<file path="src/rtl/seg_display_arbiter_if.sv">
// Display-sharing bundle: requester side (master) drives req/req_data, arbiter side (slave) drives ownership and display word.
interface seg_display_arbiter_if #(
    parameter int NREQ = 4
);
    localparam int IDW = $clog2(NREQ);

    logic [NREQ-1:0]      req;
    logic [32*NREQ-1:0]   req_data;
    logic [NREQ-1:0]      grant;
    logic [IDW-1:0]       owner_id;
    logic [31:0]          disp_data;
    logic                 disp_valid;
    logic                 switch_pulse;

    modport master (
        output req, req_data,
        input  grant, owner_id, disp_data, disp_valid, switch_pulse
    );

    modport slave (
        input  req, req_data,
        output grant, owner_id, disp_data, disp_valid, switch_pulse
    );
endinterface

</file>
<file path="src/rtl/seg_display_arbiter.sv">
// Round-robin owner of the 7-segment display word with a minimum dwell; ownership and data registered, 1-cycle latency.
// No backpressure: requesters hold req as a level while they want the display; losers simply wait.
module seg_display_arbiter #(
    parameter int          NREQ      = 4,
    parameter int          MIN_DWELL = 100_000_000,
    parameter logic [31:0] IDLE_WORD = 32'h0
) (
    input logic clk,
    input logic reset,
    seg_display_arbiter_if.slave bus
);
    localparam int IW = $clog2(NREQ);
    localparam int DW = $clog2(MIN_DWELL + 1);
    localparam logic [DW-1:0] DWELL_RELOAD = DW'(MIN_DWELL - 1);
    localparam logic [DW-1:0] DWELL_ONE    = DW'(1);
    localparam logic [IW-1:0] PTR_RESET    = IW'(NREQ - 1);

    typedef enum logic {S_IDLE, S_OWNED} state_t;

    state_t          r_state, w_state_nxt;
    logic [IW-1:0]   r_owner, w_owner_nxt;
    logic [IW-1:0]   r_rr_ptr, w_rr_ptr_nxt;
    logic [IW-1:0]   w_pick, w_idx;
    logic            w_pick_vld;
    logic [DW-1:0]   r_dwell, w_dwell_nxt;
    logic [31:0]     r_disp_data, w_disp_data_nxt;
    logic            r_switch, w_switch_nxt;
    logic [NREQ-1:0] w_owner_oh, w_cand;

    always_comb begin
        w_owner_oh = '0;
        if (r_state == S_OWNED)
            w_owner_oh[r_owner] = 1'b1;
    end

    // The current owner is masked so a handover only ever goes to someone else.
    assign w_cand = bus.req & ~w_owner_oh;

    always_comb begin
        w_pick_vld = 1'b0;
        w_pick     = '0;
        w_idx      = '0;
        for (int k = 1; k <= NREQ; k++) begin
            w_idx = IW'((int'(r_rr_ptr) + k) % NREQ);
            if (!w_pick_vld && w_cand[w_idx]) begin
                w_pick_vld = 1'b1;
                w_pick     = w_idx;
            end
        end
    end

    always_comb begin
        w_state_nxt  = r_state;
        w_owner_nxt  = r_owner;
        w_rr_ptr_nxt = r_rr_ptr;
        w_dwell_nxt  = (r_dwell == '0) ? '0 : r_dwell - DWELL_ONE;
        w_switch_nxt = 1'b0;
        case (r_state)
            S_IDLE: begin
                w_dwell_nxt = '0;
                if (w_pick_vld) begin
                    w_state_nxt  = S_OWNED;
                    w_owner_nxt  = w_pick;
                    w_rr_ptr_nxt = w_pick;
                    w_dwell_nxt  = DWELL_RELOAD;
                    w_switch_nxt = 1'b1;
                end
            end
            S_OWNED: begin
                // A release always goes through IDLE, even with others waiting.
                if (!bus.req[r_owner]) begin
                    w_state_nxt  = S_IDLE;
                    w_owner_nxt  = '0;
                    w_dwell_nxt  = '0;
                    w_switch_nxt = 1'b1;
                end else if (r_dwell == '0 && w_pick_vld) begin
                    w_owner_nxt  = w_pick;
                    w_rr_ptr_nxt = w_pick;
                    w_dwell_nxt  = DWELL_RELOAD;
                    w_switch_nxt = 1'b1;
                end
            end
            default: w_state_nxt = S_IDLE;
        endcase
    end

    always_comb begin
        w_disp_data_nxt = IDLE_WORD;
        if (w_state_nxt == S_OWNED) begin
            for (int i = 0; i < NREQ; i++) begin
                if (w_owner_nxt == IW'(i))
                    w_disp_data_nxt = bus.req_data[32*i +: 32];
            end
        end
    end

    always_ff @(posedge clk) begin
        if (reset) begin
            r_state     <= S_IDLE;
            r_owner     <= '0;
            r_rr_ptr    <= PTR_RESET;
            r_dwell     <= '0;
            r_disp_data <= IDLE_WORD;
            r_switch    <= 1'b0;
        end else begin
            r_state     <= w_state_nxt;
            r_owner     <= w_owner_nxt;
            r_rr_ptr    <= w_rr_ptr_nxt;
            r_dwell     <= w_dwell_nxt;
            r_disp_data <= w_disp_data_nxt;
            r_switch    <= w_switch_nxt;
        end
    end

    assign bus.grant        = w_owner_oh;
    assign bus.owner_id     = r_owner;
    assign bus.disp_data    = r_disp_data;
    assign bus.disp_valid   = (r_state == S_OWNED);
    assign bus.switch_pulse = r_switch;
endmodule
</file>
<file path="src/flat_wrapper.sv">
// flat-port wrapper written by rule: the top's interface ports become plain ports
module seg_display_arbiter_flat 
#(
    parameter int          NREQ      = 4,
    parameter int          MIN_DWELL = 100_000_000,
    parameter logic [31:0] IDLE_WORD = 32'h0
)
  (clk, reset, bus_req, bus_req_data, bus_grant, bus_owner_id, bus_disp_data, bus_disp_valid, bus_switch_pulse);
  seg_display_arbiter_if #(.NREQ(NREQ)) bus_i ();
  input logic clk;
  input logic reset;
  input wire logic [$bits(bus_i.req)-1:0] bus_req;
  input wire logic [$bits(bus_i.req_data)-1:0] bus_req_data;
  output wire logic [$bits(bus_i.grant)-1:0] bus_grant;
  output wire logic [$bits(bus_i.owner_id)-1:0] bus_owner_id;
  output wire logic [$bits(bus_i.disp_data)-1:0] bus_disp_data;
  output wire logic [$bits(bus_i.disp_valid)-1:0] bus_disp_valid;
  output wire logic [$bits(bus_i.switch_pulse)-1:0] bus_switch_pulse;
  assign bus_i.req = bus_req;
  assign bus_i.req_data = bus_req_data;
  assign bus_grant = bus_i.grant;
  assign bus_owner_id = bus_i.owner_id;
  assign bus_disp_data = bus_i.disp_data;
  assign bus_disp_valid = bus_i.disp_valid;
  assign bus_switch_pulse = bus_i.switch_pulse;
  seg_display_arbiter #(.NREQ(NREQ), .MIN_DWELL(MIN_DWELL), .IDLE_WORD(IDLE_WORD)) u_core (.clk(clk), .reset(reset), .bus(bus_i));
endmodule
</file>
<file path="config.mk">
export PLATFORM = sky130hd
export DESIGN_NAME = seg_display_arbiter_flat
export DESIGN_NICKNAME = d
export VERILOG_FILES = /design/src/rtl/seg_display_arbiter_if.sv /design/src/rtl/seg_display_arbiter.sv /design/src/flat_wrapper.sv
export SDC_FILE = /design/constraint.sdc
export NUM_CORES = 1
export LEC_CHECK = 0
export BUFFER_PORTS_ARGS = -buffer_cell sky130_fd_sc_hd__buf_2
export CAP_MARGIN = 20
export CORE_ASPECT_RATIO = 1.4
export CORE_MARGIN = 5
export CORE_UTILIZATION = 42
export DETAILED_ROUTE_END_ITERATION = 16
export GPL_TIMING_DRIVEN = 0
export HOLD_SLACK_MARGIN = 0.1
export PLACE_DENSITY = 0.87
export SYNTH_ARGS = -nofsm -noshare
export SYNTH_HDL_FRONTEND = slang
export SYNTH_SLANG_ARGS = --single-unit
</file>
<file path="constraint.sdc">
create_clock -name clk -period 3.1 [get_ports clk]
set_input_delay 0.31 -clock clk [delete_from_list [all_inputs] [get_ports clk]]
set_output_delay 0.31 -clock clk [all_outputs]
set_load 0.05 [all_outputs]
</file>
* Yosys cells after proc, flatten, opt, wreduce, memory -nomap -nowiden
Cells that the tools add are included.
Widths: inputs -> output; s select.
** Word-level totals
- Bits in registers :: 65
- Bits of input ports :: 134
- Word-level logic and storage cells :: 83
- Output and inout bits :: 40
** Cells by class
- Muxes and demuxes :: 44
- $lt $le $gt $ge :: 6
- Reduce and logical (&&, ||, !) cells :: 12
- Bitwise logic cells :: 4
- Add/sub/neg operators :: 5
- Eq/ne operators :: 6
** Operators by type and width (number)
- $mux 32 :: 4
- $mux 27 :: 4
- $pmux 27 s2 :: 1
- $logic_not 27->1 :: 1
- $sub 27x1->27 const B :: 1
- $mux 2 :: 10
- $lt 2x3->1 const B :: 5
- $mux 1 :: 14
- $bmux 1 s2 :: 5
- $pmux 2 s2 :: 2
- $logic_and 1x1->1 :: 5
- $add 2x1->2 const B :: 2
- $add 2x2->2 const B :: 2
- $and 4x4->4 :: 1
- $eq 2x2->1 const B :: 2
- $mux 4 :: 1
- $ne 2x2->1 const B :: 2
- $not 4->4 :: 1
- $pmux 1 s2 :: 2
- $logic_not 1->1 :: 3
- $reduce_and 3->1 :: 1
- $demux 1 s2 :: 1
- $eq 2x1->1 const B :: 1
- $ge 2x1->1 const B :: 1
- other kinds (4) :: 5

* Longest topological paths before layout
- Depth in word-level cells :: 28
- Depth in mapped cells :: 10
- Depth with buffers taken out :: 9

* Worst setup path before layout
OpenSTA, ideal clock, no wires.
- Path type :: flip-flop to flip-flop
- From :: reg u_core.r_dwell[20]
- To :: reg u_core.r_disp_data[23] (netlist: u_core.bus.disp_data[23])
- Setup time :: 127 ps
- Clock period less this slack :: 2933 ps
- Required time :: 2973 ps
- Buffers on the path :: 1
- Setup slack :: 167 ps
- Data arrival time :: 2806 ps
- Cell stages (with the launch flop) :: 9
- Cell sequence :: dfxtp_1 > or4_4 > or4_1 > or3_4 > a221o_1 > o22a_1 > nor2_4 > buf_6 > a221oi_1
** Between the ends
- Cells in the longest elaborated chain, start to end :: 10
- Elaborated cells on any way between the ends :: 13
- Those cells by class :: eq/ne: 3; mux: 7; reduce/logical: 3
** RTL lines
- start: declaration :: RTL line seg_display_arbiter.sv:25 : logic [DW-1:0] r_dwell, w_dwell_nxt;
- start signal: assignment :: RTL line seg_display_arbiter.sv:109 : r_dwell <= w_dwell_nxt;
- $logic_not 27->1 * :: RTL line seg_display_arbiter.sv:76 : end else if (r_dwell == '0 && w_pick_vld) begin
- $logic_and 1x1->1 * :: RTL line seg_display_arbiter.sv:76
- $mux 2 * :: RTL line seg_display_arbiter.sv:76
- $mux 2 * :: RTL line seg_display_arbiter.sv:71 : if (!bus.req[r_owner]) begin
- $pmux 2 s2 * :: RTL line seg_display_arbiter.sv:58 : case (r_state)
- $logic_not 2->1 :: RTL line seg_display_arbiter.sv:91 : if (w_owner_nxt == IW'(i))
- $mux 32 (3 in series) :: RTL line seg_display_arbiter.sv:91
- $mux 32 * :: RTL line seg_display_arbiter.sv:91
- end signal: assignment :: RTL line seg_display_arbiter.sv:110 : r_disp_data <= w_disp_data_nxt;
- end: declaration :: RTL line seg_display_arbiter.sv:26 : logic [31:0] r_disp_data, w_disp_data_nxt;
Every way passes the cells marked *; elsewhere a longest branch is shown, timed or not.
A chain may end at the register's enable or synchronous reset.

* Final worst setup path
- From :: reg u_core.r_dwell[19]
- To :: reg u_core.r_disp_data[31] (netlist: u_core.bus.disp_data[31])
Same word-level chain as after synthesis.

==> summary.txt <==
Worst setup path
  – Crit path DAT: 3370 ps
  – Most frequent CP cell: or4_4
  – Worst setup EP type: register
  – Buf/Inv on CP: 2
  – Startpoint types: register
  – CP Max Fanout: 5
  – Kind of critical path: register to register
  – Critical path, cell by cell: or4_4, or4_4, or3_4, a221o_2, o22a_1, nor2_4, buf_12, clkbuf_16, a221oi_2
  – Cell class contributing the biggest share of worst-path delay: simple AND/OR/NAND/NOR gates
  – Slowest cell on the critical path: or4_4
  – CP max stage delay: 520 ps
  – Worst path required time: 3310 ps

Cells and area
  – Multi-input logic area: 0.00211 mm²
  – Fillers: 697
  – Layout area overhead: 43.2%
  – Fraction of layout cells with a size suffix above 1: 42.9%
  – Sequential Area: 0.00131 mm²
  – Post-Route Utilization: 61.0%
  – Fin nets: 772
  – Final non-filler cell total: 746
  – ANT cells: 0

STA
  – Final setup margin: -56.5 ps
  – Max-slew violation count: 0
  – Final setup vio count: 14
  – Max Freq: 0.317 GHz
  – Clk_skew: 11.9 ps
  – Slew @ Worst Pin: 680 ps
  – Final hold violations: 0
  – Fin crit share: 102%
  – Rel. slew slack: 54.7%
  – RSZ-0062 raised after global routing: true
  – Final min period: 3160 ps

CTS
  – Worst skew pair latency: 330 ps
  – Clock slew at reported path FFs: 60 ps
  – Clock sinks: 65
  – TritonCTS clock tree: yes
  – Number of buffers created by CTS: 9
  – Clk buf depth: 2
  – Clock Tree Root: clkbuf_16
  – Hold buffers post-CTS: 0
  – H-Tree Depth: 3

Synth
  – Most used DFF post-synth: dfxtp_1
  – #FFs+latches synth: 65
  – Synth top area cells: dfxtp_1 (36%), a221oi_2 (12%), a21oi_1 (8.2%)
  – Cells after Synth: 440
  – Seq/Total Area, Yosys: 35.7%
  – EDFF count, synth: 0
  – Async S/R FF share, synth: 0%
  – Yosys top cell by area: dfxtp_1
  – Synth top cells by count: dfxtp_1 (65), a21oi_1 (60), o21ai_0 (51)
  – Yosys top cell area share: 35.7%
  – Cell variety after synth: 47
  – Most frequent cell after synthesis: dfxtp_1
  – Mapped Nets: 576
  – Syn Area/Cell: 8.29 µm²
  – Syn Std Cell Area: 0.00365 mm²
  – Synth warnings: 0

Route
  – DR iter-0 viols: 388
  – # DRC: 0
  – WL/cell: 17.7 µm
  – Vias per cell: 5.72
  – Final wirelength: 13200 µm
  – DR vias: 4264
  – Initial DRT Pass Iterations: 5
  – Number of routed nets with antenna violations: 0

Global routing
  – Initial antenna violation count: 0
  – Gr usage total: 24.1%
  – Global-route wire length before repair: 20400 µm
  – Vias in the first global route: 4406
  – Pin count of the biggest net entering global routing: 12
  – Global-route congestion overflow total: 0

Outcome
  – Status: finished with violations
  – Violated checks: setup timing

Pwr
  – PwrDens: 712 mW/mm²
  – Leak: 0.00250 µW
  – Max IR drop VDD: 0.000452 V

Floorplan
  – Num rows: 40
  – CORE AREA: 0.00856 mm²
  – Boundary Pins: 174
  – Initial Utilization: 42.6%
  – Die Wd: 88.8 µm
  – Die area: 0.0107 mm²
  – Die Ht: 120 µm

Min path
  – Worst min path class: primary input to register

Placed design
  – Placed Cells: 717
  – Dpl hpwl: 9720 µm
  – Final GP Congestion: 0.935
  – IO Port Bufs: 172

Run
  – Max-Cap Viols: 0
[kinds of logic (layout without fill, tap and decap cells)]
kind of cell             Yosys count  in the layout  share of synthesized area [%]
AO/OA/AOI/OAI                    168            168                           34.2
AND/OR/NAND/NOR                  113            113                           14.9
buffers and inverters             69            270                           8.58
flip-flops                        65             65                           35.7
XOR/XNOR                          21             21                           5.04
adder cells (fa/ha/maj)            2              2                          0.686
multiplexers                       2              2                          0.926
[registers in the layout, indices dropped and copies added, names as in the netlist]
name	flops
u_core.bus.disp_data	32
u_core.bus.switch_pulse	1
u_core.r_rr_ptr	2
u_core.bus.owner_id	2
u_core.r_dwell	27
u_core.bus.disp_valid	1
[power by group]
part,leakage (µW),internal (µW),switching (µW)
Clock,0.000150,671,376
Combinational,0.00181,565,1070
Sequential,0.000539,972,68.8
Total,0.00250,2210,1510
[path summary, 6_finish.rpt]
| path | end | slack [ps] | start | cells past startpoint |
|---|---|---|---|---|
| max reg2reg | u_core.bus.disp_data[31] | -60 | u_core.r_dwell[19] | 9 |
| min reg2reg | u_core.r_dwell[11] | 480 | u_core.r_dwell[11] | 2 |
| min | u_core.bus.disp_data[15] | 220 | bus_req_data[111] | 3 |
| max | u_core.bus.disp_data[31] | -60 | u_core.r_dwell[19] | 9 |
[cells in the final DEF (no fill, tap or decap), types with 4 or more instances in the layout]
master,n
a21oi_1,55
a21oi_2,5
o21ai_0,50
nor4_1,4
clkbuf_1,17
xnor2_1,7
buf_6,5
buf_4,10
a221oi_2,32
nor2_1,20
inv_1,38
xor2_1,14
or4_4,4
buf_2,176
dfxtp_1,62
buf_12,4
clkbuf_16,10
nand2_1,49
nor3_1,11
[final cells by class]
cell class	count	share of cell area, %
clock buffers	13	4.98
clock inverters	3	0.910
flip-flops and latches	65	25.0
multi-input cells	306	40.5
repair buffers	185	19.2
plain buffers	31	4.17
inverters	38	2.73
well taps	105	2.52
[metal layers]
metal	vias up	wire [µm]	track usage, %	part of all wire [%]
li1	1975	-	-	-
met1	2004	4670	25.7	35
met2	243	6780	42.8	51
met3	42	1240	6.27	9.4
met4	0	486	11.5	3.7
met5	-	0	0	0
[tightest hold or removal path, cell delays in order]
cell and delay (ps):
buf_2 90, inv_1 50, a221oi_2 50
[through the flow]
stage / area, µm² / total power, µW / TNS (ps) / setup WS, ps / hold slack [ps]
3_3_place_gp: 4640 / 2460 / -4990 / -184 / 464
4_1_cts: 5040 / 3610 / -0.941 / -0.941 / 217
5_1_grt: 5220 / 3880 / -2220 / -100 / 227
6_report: 5220 / 3720 / -452 / -56.5 / 223
3_5_place_dp: 4640 / 2500 / -5430 / -199 / 473
2_1_floorplan: 3650 / 2120 / 0 / 167 / 450
[timing repair]
action / in CTS / in global routing
resized for setup: 16 / 27
endpoints found under the setup margin: 33 / 42
setup buffers: 3 / 6
gates cloned: 3 / 1
pin swaps: 2 / 14
No activity file was read; power rests on OpenSTA's default activity.
